[src/rtl/addr_xlate_unit.sv]
`default_nettype none
// ============================================================================
// Module   : addr_xlate_unit
// Purpose  : Local-to-global address translation and routing of CPU requests
//            to local memory or the NoC. Optional macro: ADDR_XLATE_FAULT_EN
//            (range/overflow fault response instead of issuing).
// Revision : 1.0 - initial release
// ============================================================================
module addr_xlate_unit #(
  parameter int NODE_BITS   = 4,
  parameter int WINDOW_BITS = 10,
  parameter int ADDR_WIDTH  = 32
) (
  input  logic                  clk,
  input  logic                  rst_n,
  input  logic [NODE_BITS-1:0]  i_node_address,
  input  logic                  i_req_valid,
  output logic                  o_req_ready,
  input  logic                  i_req_write,
  input  logic [ADDR_WIDTH-1:0] i_req_addr,
  input  logic [31:0]           i_req_wdata,
  output logic                  o_loc_valid,
  input  logic                  i_loc_ready,
  output logic                  o_noc_valid,
  input  logic                  i_noc_ready,
  output logic                  o_out_write,
  output logic [ADDR_WIDTH-1:0] o_out_addr,
  output logic [31:0]           o_out_wdata,
  output logic [NODE_BITS-1:0]  o_out_dest,
  input  logic                  i_loc_rvalid,
  input  logic [31:0]           i_loc_rdata,
  input  logic                  i_noc_rvalid,
  input  logic [31:0]           i_noc_rdata,
  output logic                  o_resp_valid,
  output logic [31:0]           o_resp_rdata,
  output logic                  o_resp_fault,
  output logic                  o_busy
);

  typedef enum logic [2:0] {
    S_IDLE      = 3'd0,
    S_ISSUE_LOC = 3'd1,
    S_ISSUE_NOC = 3'd2,
    S_WAIT_LOC  = 3'd3,
    S_WAIT_NOC  = 3'd4,
    S_RESP      = 3'd5
  } state_t;

  state_t                r_state;
  logic                  r_loc_valid;
  logic                  r_noc_valid;
  logic                  r_out_write;
  logic [ADDR_WIDTH-1:0] r_out_addr;
  logic [31:0]           r_out_wdata;
  logic [NODE_BITS-1:0]  r_out_dest;
  logic                  r_resp_valid;
  logic [31:0]           r_resp_rdata;
  logic                  r_resp_fault;

  logic [ADDR_WIDTH-1:0] w_node_base;
  logic [ADDR_WIDTH-1:0] w_global;
  logic [NODE_BITS-1:0]  w_dest;
  logic                  w_fault;

  assign w_node_base = {{(ADDR_WIDTH-NODE_BITS){1'b0}}, i_node_address} << WINDOW_BITS;

`ifdef ADDR_XLATE_FAULT_EN
  // One extra bit catches wrap-around of the base+offset addition.
  logic [ADDR_WIDTH:0] w_sum;
  assign w_sum    = {1'b0, w_node_base} + {1'b0, i_req_addr};
  assign w_global = w_sum[ADDR_WIDTH-1:0];
  assign w_fault  = w_sum[ADDR_WIDTH] | (|(w_global >> (WINDOW_BITS + NODE_BITS)));
`else
  assign w_global = w_node_base + i_req_addr;
  assign w_fault  = 1'b0;
`endif

  assign w_dest = w_global[WINDOW_BITS+NODE_BITS-1:WINDOW_BITS];

  always_ff @(posedge clk or negedge rst_n) begin
    if (!rst_n) begin
      r_state      <= S_IDLE;
      r_loc_valid  <= 1'b0;
      r_noc_valid  <= 1'b0;
      r_out_write  <= 1'b0;
      r_out_addr   <= '0;
      r_out_wdata  <= '0;
      r_out_dest   <= '0;
      r_resp_valid <= 1'b0;
      r_resp_rdata <= '0;
      r_resp_fault <= 1'b0;
    end else begin
      case (r_state)
        S_IDLE: begin
          if (i_req_valid) begin
            r_out_write <= i_req_write;
            r_out_addr  <= w_global;
            r_out_wdata <= i_req_wdata;
            r_out_dest  <= w_dest;
            if (w_fault) begin
              r_state      <= S_RESP;
              r_resp_valid <= 1'b1;
              r_resp_fault <= 1'b1;
              r_resp_rdata <= '0;
            end else if (w_dest == i_node_address) begin
              r_state     <= S_ISSUE_LOC;
              r_loc_valid <= 1'b1;
            end else begin
              r_state     <= S_ISSUE_NOC;
              r_noc_valid <= 1'b1;
            end
          end
        end
        S_ISSUE_LOC: begin
          if (i_loc_ready) begin
            r_loc_valid <= 1'b0;
            r_state     <= S_WAIT_LOC;
          end
        end
        S_ISSUE_NOC: begin
          if (i_noc_ready) begin
            r_noc_valid <= 1'b0;
            r_state     <= S_WAIT_NOC;
          end
        end
        S_WAIT_LOC: begin
          if (i_loc_rvalid) begin
            r_resp_rdata <= i_loc_rdata;
            r_resp_valid <= 1'b1;
            r_state      <= S_RESP;
          end
        end
        S_WAIT_NOC: begin
          if (i_noc_rvalid) begin
            r_resp_rdata <= i_noc_rdata;
            r_resp_valid <= 1'b1;
            r_state      <= S_RESP;
          end
        end
        S_RESP: begin
          r_resp_valid <= 1'b0;
          r_resp_fault <= 1'b0;
          r_state      <= S_IDLE;
        end
        default: r_state <= S_IDLE;
      endcase
    end
  end

  assign o_req_ready  = (r_state == S_IDLE);
  assign o_busy       = (r_state != S_IDLE);
  assign o_loc_valid  = r_loc_valid;
  assign o_noc_valid  = r_noc_valid;
  assign o_out_write  = r_out_write;
  assign o_out_addr   = r_out_addr;
  assign o_out_wdata  = r_out_wdata;
  assign o_out_dest   = r_out_dest;
  assign o_resp_valid = r_resp_valid;
  assign o_resp_rdata = r_resp_rdata;
  assign o_resp_fault = r_resp_fault;

endmodule
`default_nettype wire

[config.mk]
export PLATFORM = sky130hd
export DESIGN_NAME = addr_xlate_unit
export DESIGN_NICKNAME = d
export VERILOG_FILES = /design/src/rtl/addr_xlate_unit.sv
export SDC_FILE = /design/constraint.sdc
export NUM_CORES = 1
export LEC_CHECK = 0
export CAP_MARGIN = 20
export CORE_MARGIN = 3
export CORE_UTILIZATION = 36
export DETAILED_ROUTE_END_ITERATION = 8
export PLACE_DENSITY = 0.78
export SLEW_MARGIN = 20
export SYNTH_ARGS = -nofsm -noshare
export SYNTH_HDL_FRONTEND = slang
export SYNTH_SLANG_ARGS = --single-unit
[constraint.sdc]
create_clock -name clk -period 1.5 [get_ports clk]
set_input_delay 0.3 -clock clk [delete_from_list [all_inputs] [get_ports clk]]
set_output_delay 0.3 -clock clk [all_outputs]
set_load 0.005 [all_outputs]
# [Word level (Yosys, flattened, before mapping)]
# Index checks and enable logic that the tools add are counted.
[word_totals] reg_bits=107 mem_count=0 wordCells=56 in_bits=140 ramBits=0 latchBits=0 rom_bits=0
[op_classes] n_eq_ne=13 bitwise=0 add_sub_neg=1 reduce_logical=12 n_shift=0 mux=21 n_lt_le_gt_ge=0 div=0 mul=0
[ops] op="$mux 32" count=2
[ops] op="$pmux 32 s2" count=1
[ops] op="$add 14x32->32" count=1
[ops] op="$mux 3" count=5
[ops] op="$pmux 3 s5" count=1
[ops] op="$ne 2x2->1 const B" count=6
[ops] op="$mux 1" count=8
[ops] op="$reduce_and 4->1" count=2
[ops] op="$eq 3x2->1 const B" count=2
[ops] op="$eq 3x3->1 const B" count=2
[ops] op="$reduce_and 3->1" count=2
[ops] op="$reduce_bool 2->1" count=3
[ops] op="$reduce_bool 3->1" count=2
[ops] op="$reduce_and 5->1" count=1
[ops] op="$eq 4x4->1" count=1
[ops] op="$pmux 1 s2" count=2
[ops] op="$eq 3x1->1 const B" count=1
[ops] op="$logic_not 3->1" count=1
[ops] op="$pmux 1 s3" count=1
[ops] op="$mux 2" count=1
[ops] op="$ne 2x1->1 const B" count=1
[ops] op="$reduce_and 2->1" count=1

# [Longest topological paths before layout]
# Gate-level depths: netlist of run 1.
[logic_depth] depth_word=5 depth_mapped=8 mapped_depth_nobuf=7

# [Least setup slack after synthesis of run 1]
# No wires, ideal clock.
[synth_timing] path_type="input-to-reg" from="input port i_node_address[0]" to="register r_out_addr[22], in the netlist o_out_addr[22]" t_required_ns=1.367 n_path_buf=0 cell_stages=7 t_arrival_ns=1.722 path_slack_ns=-0.355 path_cell_list="ha_1 fa_1 a211oi_1 nor2_4 nand4_1 xor2_1 o21ai_0"
[synth_via] elab_chain_cells=1
[synth_lines] element="start: declaration" line_no="16" rtl="input logic [NODE_BITS-1:0] i_node_address,"
[synth_lines] element="$add 14x32->32" line_no="74" rtl="assign w_global = w_node_base + i_req_addr;"
[synth_lines] element="end signal: assignment" line_no="97" rtl="r_out_addr <= w_global;"
[synth_lines] element="end: declaration" line_no="53" rtl="logic [ADDR_WIDTH-1:0] r_out_addr;"
# Every way passes these cells.
# A chain may end at the register's enable or synchronous reset.

# [Final worst setup path of run 1]
[layout_timing] from="register r_state[1]" to="register r_resp_rdata[22], in the netlist o_resp_rdata[22]"
[layout_via] elab_chain_cells=3
[layout_lines] element="start: declaration" line_no="49" rtl="state_t r_state;"
[layout_lines] element="start signal: assignment" line_no="82" rtl="r_state <= S_IDLE;"
[layout_lines] element="start signal: assignment" line_no="101" rtl="r_state <= S_RESP;"
[layout_lines] element="start signal: assignment" line_no="106" rtl="r_state <= S_ISSUE_LOC;"
[layout_lines] element="$eq 3x3->1 / $eq 3x2->1 (equally long branches)" line_no="93" rtl="case (r_state)"
[layout_lines] element="$ne 2x2->1 (no source line) / $reduce_bool 2->1 (equally long branches)"
[layout_lines] element="$reduce_and 3->1 (no source line)"
[layout_lines] element="end signal: assignment" line_no="128" rtl="r_resp_rdata <= i_loc_rdata;"
[layout_lines] element="end signal: assignment" line_no="135" rtl="r_resp_rdata <= i_noc_rdata;"
[layout_lines] element="end: declaration" line_no="57" rtl="logic [31:0] r_resp_rdata;"
# Parallel ways exist; a longest one is shown, timed or not.

==> impl_metrics.ini, run 1 <==
[run_status]
status = finished, violations left
violations = negative hold slack, negative setup slack

[drt]
dr.pass1.iters = 5
drt.antenna.violating_nets = 0
wl_um = 17200
avgViaCountPerCell = 4.83
route.detailed.drc = 0
drt_first_iter_violations = 251
wl_per_instance_um = 17.3
routed-via-count = 4810

[sta]
worst_slew_pin_slew_ps = 548
maxClockFrequency_mhz = 629
final_period_minus_worst_setup_slack_ps = 1590
slew_viol_final = 0
final-setup-viol-count = 39
rsz_0062_raised_after_global_routing = yes
whs_ps = -5.90
fin_crit_sh_pct = 106
timing.max_slew.rel_slack_pct = 63.5
worst_setup_slack_final_ps = -90.1
finalHoldViolations = 2
fin_worst_skew_ps = 6.54

[cts]
cts_tree = done
insertion_delay_of_the_later_clocked_pin_in_the_worst_skew_pair_ps = 340
clkTransAtPathRegs_ps = 70
cts-htree-levels = 3
cts_buffers = 9
clock_path_buffers = 2
clock_tree.root_cell = clkbuf_16
cts.sink_count = 103

[global_routing]
grt_pass1_vias = 4806
grt_use_total_pct = 20.7
gr-total-overflow = 0
grt_antenna_before_repair = 0
maximum_number_of_pins_on_one_net_before_global_route_repair = 104
grt_first_pass_wirelength_um = 23900

[worst_setup_path]
timing.critical_path.depth = 7
critPathMostFrequentCell = buf_6
worst_setup_path_start_kind = flop
path_class = flop to flop
cells_traversed_along_the_worst_timing_path = buf_6, nor3b_4, buf_6, o2bb2a_4, buf_12, nand2_1, o21ai_2
critPathBufInv = 3
critical_path_required_ps = 1730
critical_path_fanout_max = 5
critical-path-max-stage-delay_ps = 420
setup.worst_path.end_class = flop
reg2reg_depth = 7
critical_path_arrival_ps = 1820
worst_path_dominant_cell_family = buffers and inverters
worst_path_max_delay_cell = dfrtp_1

[logic_synthesis]
yosysWarningCount = 0
synth-async-reset-ratio_pct = 100
synth_edf_count = 0
syn_area_sq_um = 4750
ys_ff_latch = 103
synth.yosys.seq_area_share_pct = 54.2
syn_area_per_cell_sq_um = 9.43
syn_nets = 649
synth.lib_cells_used.distinct = 42
post_synth_inst_count = 504
yosys_most_used_dff = dfrtp_1

[die]
die_w_um = 121
chipHeight_um = 121
i_o_pin_cnt = 247
start_util_pct = 37.2
core_sq_um = 12800
design.die.area_sq_um = 14600
row_count = 41

[place]
dp_hpwl_um = 11100
gp_routability_congestion = 0.786
io_buffers = 245
detailedPlace.worstSlack_ps = -808

[power]
power_density_nw_per_um2 = 1640
power.static_leakage_nw = 4.39
ir_worst_vdd_mv = 0.964

[finish]
nNetsFinal = 963
diodes = 0
finalCoreUtilization_pct = 69.1
drive_above_1_share_pct = 23.0
nFillCells = 946
areaGrowthSynthToFinish_pct = 85.5

[hold_path]
hold_path_class = primary input to async pin

[job]
maxCapViolations = 0
-- final timing paths --
kind | from | end | slack [ps]
max in group asynchronous | rst_n | o_out_wdata[17]$_DFFE_PN0P_ | 1080
worst min-delay path | rst_n | o_resp_rdata[10]$_DFFE_PN0P_ | -6
worst max register to register | r_state[1]$_DFFE_PN0P_ | o_resp_rdata[22]$_DFFE_PN0P_ | -90
worst min register to register | o_out_write$_DFFE_PN0P_ | o_out_write$_DFFE_PN0P_ | 480
worst max-delay path | r_state[1]$_DFFE_PN0P_ | o_resp_rdata[22]$_DFFE_PN0P_ | -90
min in group clk | i_node_address[0] | o_out_addr[10]$_DFFE_PN0P_ | 280
-- layer usage --
metal  vias up  global-route usage [%]  routed length [um]
li1       2285                       -                   -
met1      2315                    24.3                6920
met2       172                    37.3                8960
met3        38                    3.17                 808
met4         0                    9.07                 495
met5         -                       0                   0
-- final cells by class --
class                           count  area, sq um  share of cell area, %
Timing Repair Buffer              335         3350                   38.0
Sequential cell                   103         2580                   29.2
Multi-Input combinational cell    366         2360                   26.8
Clock buffer                       10          239                   2.71
Tap cell                          172          215                   2.44
Clock inverter                      6         60.1                  0.681
Inverter                            3         11.3                  0.128
-- cells in the mapped netlist, types with 2 or more instances --
| library cell | number | share of area [%] |
|---|---|---|
| and3_4 | 2 | 0.47 |
| inv_1 | 3 | 0.24 |
| nand2_1 | 200 | 16 |
| buf_6 | 4 | 0.95 |
| o31ai_1 | 3 | 0.47 |
| a211oi_1 | 2 | 0.32 |
| nand3_1 | 5 | 0.53 |
| xor2_1 | 17 | 3.1 |
| buf_2 | 13 | 1.4 |
| and3_1 | 2 | 0.26 |
| mux2i_1 | 32 | 6.7 |
| o21ai_0 | 17 | 1.8 |
| and2_1 | 2 | 0.26 |
| buf_4 | 5 | 0.79 |
| clkbuf_1 | 6 | 0.47 |
| nor2_1 | 5 | 0.39 |
| a21o_1 | 3 | 0.47 |
| buf_1 | 5 | 0.39 |
| o21ai_1 | 39 | 4.1 |
| xnor2_1 | 4 | 0.74 |
| a21oi_1 | 2 | 0.21 |
| and4_1 | 3 | 0.55 |
| nand4_1 | 6 | 0.79 |
| ha_1 | 4 | 1.1 |
| dfrtp_1 | 103 | 54 |
-- stage by stage --
step           TNS, ps  cells  area, sq um  total power, mW
2_1_floorplan     -959    504         4810             7.21
3_3_place_gp    -17160    935         7730             11.1
3_5_place_dp    -19770    935         7730             11.4
4_1_cts           -260    976         8200             13.4
5_1_grt          -4050    995         8820             15.4
6_report         -2000    995         8820             14.5
-- logic make-up (layout without fill, tap and decap cells) --
kind of cell,count (synthesis),in the layout,synth area share [%]
and+or+nand+nor,233,233,20.6
other,1,1,0.0789
muxes,32,32,6.74
xor gates and xnor gates,22,22,4.34
DFF,103,103,54.2
AOI/OAI and AO/OA,72,73,8.37
adders and majority gates,5,5,1.47
buffers and inverters,36,354,4.21
-- power breakdown --
part | leakage (nW) | switching (mW) | internal (mW)
Sequential | 1.28 | 0.735 | 4.07
Combinational | 2.97 | 3.33 | 4.00
Clock | 0.144 | 1.03 | 1.33
-- registers in the layout, indices dropped and copies added, names as in the netlist --
signal        count
r_state           3
o_noc_valid       1
o_resp_valid      1
o_out_write       1
o_loc_valid       1
o_out_wdata      32
o_out_addr       32
o_resp_rdata     32
-- layout by cell type (no fill, tap or decap), types with 3 or more instances in the layout --
master           count
nand3_1              3
o21ai_2             14
buf_12               8
ha_4                 3
dlygate4sd2_1       96
a21o_1               3
clkdlybuf4s50_1    123
o21ai_1             36
nand2_4              4
mux2i_4              3
mux2i_2              6
clkinv_2             3
xnor2_1              3
nand4_1              6
o21ai_0              5
nand2_2             16
nor2_4               3
clkbuf_2             4
nand2_1            179
mux2i_1             23
buf_4               59
clkbuf_16           17
dfrtp_1            103
dlymetal6s2s_1      15
buf_6               16
xor2_1              16
-- what timing repair did --
item	4_1_cts	5_1_grt
pin swaps	23	34
hold endpoints to repair	0	0
hold buffers	0	0
resized for setup	149	101
endpoints found under the setup margin	155	106
cloned	2	12
buffers inserted	23	8
Power figures use the tool's default switching activity.
==> run 2: changes to the inputs <==
- ABC_AREA: not set -> 1
- CORE_UTILIZATION: 36 -> 38
- PLACE_DENSITY: 0.78 -> 0.79
==> impl_metrics.ini, run 2 <==
[drt]
wl_per_instance_um = 16.1
wl_met2_um = 9620
route.detailed.drc = 0
drt.antenna.violating_nets = 0
top_layer_used = met4
drt_first_iter_violations = 294
routed-wl-met3_um = 1160
wl_um = 18500
sum_of_routed_wire_segments_on_met1_um = 7200
dr.pass1.iters = 4
routed-via-count = 5508
avgViaCountPerCell = 4.79

[cts]
cts_tree = done
cts-htree-levels = 3
clock_path_buffers = 2
clock_tree.root_cell = clkbuf_16
insertion_delay_of_the_later_clocked_pin_in_the_worst_skew_pair_ps = 350
cts_buffers = 9
cts.sink_count = 103
clkTransAtPathRegs_ps = 70

[worst_setup_path]
worst_path_dominant_cell_family = buffers and inverters
worst_setup_path_start_kind = flop
critical_path_required_ps = 1730
cells_traversed_along_the_worst_timing_path = buf_4, nand2_4, nor2_4, inv_2, o21ai_4, a21oi_4, inv_6, buf_4, buf_4, nand2_2, o21ai_2
critical_path_fanout_max = 5
critPathMostFrequentCell = buf_4
setup.worst_path.end_class = flop
worst_path_max_delay_cell = dfrtp_1
critPathBufInv = 5
critical-path-max-stage-delay_ps = 410
path_class = flop to flop
critical_path_arrival_ps = 1790

[sta]
worst_setup_slack_final_ps = -57.6
maxClockFrequency_mhz = 642
finalHoldViolations = 0
tns_ps = -257
final_period_minus_worst_setup_slack_ps = 1560
final-setup-viol-count = 19
rsz_0062_raised_after_global_routing = yes
slew_viol_final = 0
fin_crit_sh_pct = 104
fin_worst_skew_ps = 7.39

[hold_path]
hold_path_class = primary input to flop

[finish]
layout_commonest_cell = nand2_1
nFillCells = 1036
commonest_non_fill_non_tap_cells_in_the_layout = 246 x nand2_1, 129 x clkdlybuf4s50_1, 103 x dfrtp_1
diodes = 0
drive_above_1_share_pct = 23.0
nNetsFinal = 1113
number_of_cells_in_the_finished_layout_apart_from_fillers = 1149
areaGrowthSynthToFinish_pct = 76.1

[logic_synthesis]
synth.top_cells.by_area = dfrtp_1 49%, nand2_1 18%, o21ai_2 4.2%
yosysTopAreaCell = dfrtp_1
synthTopCellsByCount = 255 x nand2_1, 103 x dfrtp_1, 39 x o21ai_0
syn_area_sq_um = 5250
synth_edf_count = 0
synth.yosys.seq_area_share_pct = 49.1
syn_area_per_cell_sq_um = 8.17
syn_nets = 788
yosys.cell_count.top_type = nand2_1
ys_ff_latch = 103
post_synth_inst_count = 643
synth.lib_cells_used.distinct = 32
yosysWarningCount = 0
synth_top_area_share_pct = 49.1
yosys_most_used_dff = dfrtp_1
synth-async-reset-ratio_pct = 100

[die]
start_util_pct = 39.2
die_w_um = 124
core_sq_um = 13400
design.die.area_sq_um = 15300
row_count = 42
i_o_pin_cnt = 247
chipHeight_um = 124

[place]
dp.cells = 1097
dp_hpwl_um = 12400
gp_routability_congestion = 0.905
io_buffers = 245

[global_routing]
grt_use_total_pct = 22.2
grt_first_pass_wirelength_um = 26200
maximum_number_of_pins_on_one_net_before_global_route_repair = 48
grt_pass1_vias = 5198
grt_antenna_before_repair = 0
gr-total-overflow = 0

[run_status]
violations = negative setup slack
status = finished, violations left

[job]
maxCapViolations = 0

[power]
power.static_leakage_nw = 4.78
ir_worst_vdd_mv = 1.03
power_density_nw_per_um2 = 1710
-- run 2: changes by cell type after synthesis, moves of 6 or more --
cell | previous run | this run
nand2_1 | 200 | 255
inv_1 | 3 | 29
o21ai_1 | 39 | 17
o21ai_0 | 17 | 39
nor3_1 | 0 | 6
nand2_2 | 0 | 9
o21ai_2 | 0 | 25
nand3_1 | 5 | 32
inv_2 | 0 | 7
mux2i_1 | 32 | 0
nor2_1 | 5 | 16
or2_2 | 0 | 32
xor2_1 | 17 | 1
-- run 2: final cells by class --
| type | count | area (sq um) | area share (%) |
|---|---|---|---|
| timing repair buffer | 345 | 3520 | 38.0 |
| sequential | 103 | 2580 | 27.9 |
| multi-input combinational | 472 | 2470 | 26.7 |
| clock buffer | 13 | 240 | 2.60 |
| tap | 176 | 220 | 2.38 |
| inverter | 37 | 154 | 1.66 |
| clock inverter | 3 | 67.6 | 0.731 |
-- run 2: routing by layer --
| layer | global-route usage (%) | vias up |
|---|---|---|
| met5 | 0 | - |
| met1 | 26.9 | 2578 |
| li1 | - | 2703 |
| met2 | 38.3 | 191 |
| met3 | 4.99 | 36 |
| met4 | 8.79 | 0 |
-- run 2: where the power goes --
part | total (mW) | leakage (nW) | internal, mW | switching (mW)
clock network | 2.47 | 0.144 | 1.47 | 1.01
logic | 8.50 | 3.36 | 4.49 | 4.01
registers | 4.82 | 1.27 | 4.12 | 0.705
-- run 2: worst paths after layout --
kind / startpoint / endpoint / slack (ps) / cells after the start
max: r_state[1]$_DFFE_PN0P_ / o_resp_rdata[25]$_DFFE_PN0P_ / -60 / 11
min: i_req_addr[10] / o_out_addr[10]$_DFFE_PN0P_ / 310 / 4
max reg2reg: r_state[1]$_DFFE_PN0P_ / o_resp_rdata[25]$_DFFE_PN0P_ / -60 / 11
min reg2reg: o_out_wdata[25]$_DFFE_PN0P_ / o_out_wdata[25]$_DFFE_PN0P_ / 460 / 2
max in group asynchronous: rst_n / o_out_wdata[6]$_DFFE_PN0P_ / 650 / 3
min in group asynchronous: rst_n / o_out_addr[0]$_DFFE_PN0P_ / 340 / 2
-- run 2: worst register-to-register path, stage by stage (launching register included) --
cell	delay, ps
dfrtp_1	410
buf_4	160
nand2_4	70
nor2_4	40
inv_2	90
o21ai_4	70
a21oi_4	160
inv_6	90
buf_4	140
buf_4	130
nand2_2	50
o21ai_2	40
-- run 2: per-stage QoR --
step / cell area, sq um / utilization [%] / power (mW) / hold slack [ps] / setup WS (ps)
3_3_place_gp: 8340 / 62.2 / 12.4 / 165 / -782
2_1_floorplan: 5300 / - / 8.36 / 4.41 / -186
6_report: 9250 / 69.0 / 15.8 / 309 / -57.6
5_1_grt: 9250 / 69.0 / 16.9 / 301 / -107
4_1_cts: 8970 / 67.0 / 15.5 / 293 / -103
3_5_place_dp: 8340 / 62.2 / 12.7 / 161 / -835
-- run 2: logic make-up (layout without fill, tap and decap cells) --
logic type	Yosys count	in the layout	share of synthesized area, %
buffers and inverters	68	398	6.65
AOI/OAI and AO/OA	90	90	10.6
DFF	103	103	49.1
xor gates and xnor gates	10	10	1.67
adders and majority gates	5	5	1.33
and+or+nand+nor	366	366	30.6
other	1	1	0.0714
-- run 2: what timing repair did --
| item | 4_1_cts | 5_1_grt |
|---|---|---|
| hold buffers | 1 | 0 |
| setup endpoints to repair | 148 | 120 |
| cloned | 7 | 8 |
| pin swaps | 18 | 18 |
| resized for setup | 143 | 46 |
| setup buffers | 18 | 2 |
| hold endpoints to repair | 11 | 0 |
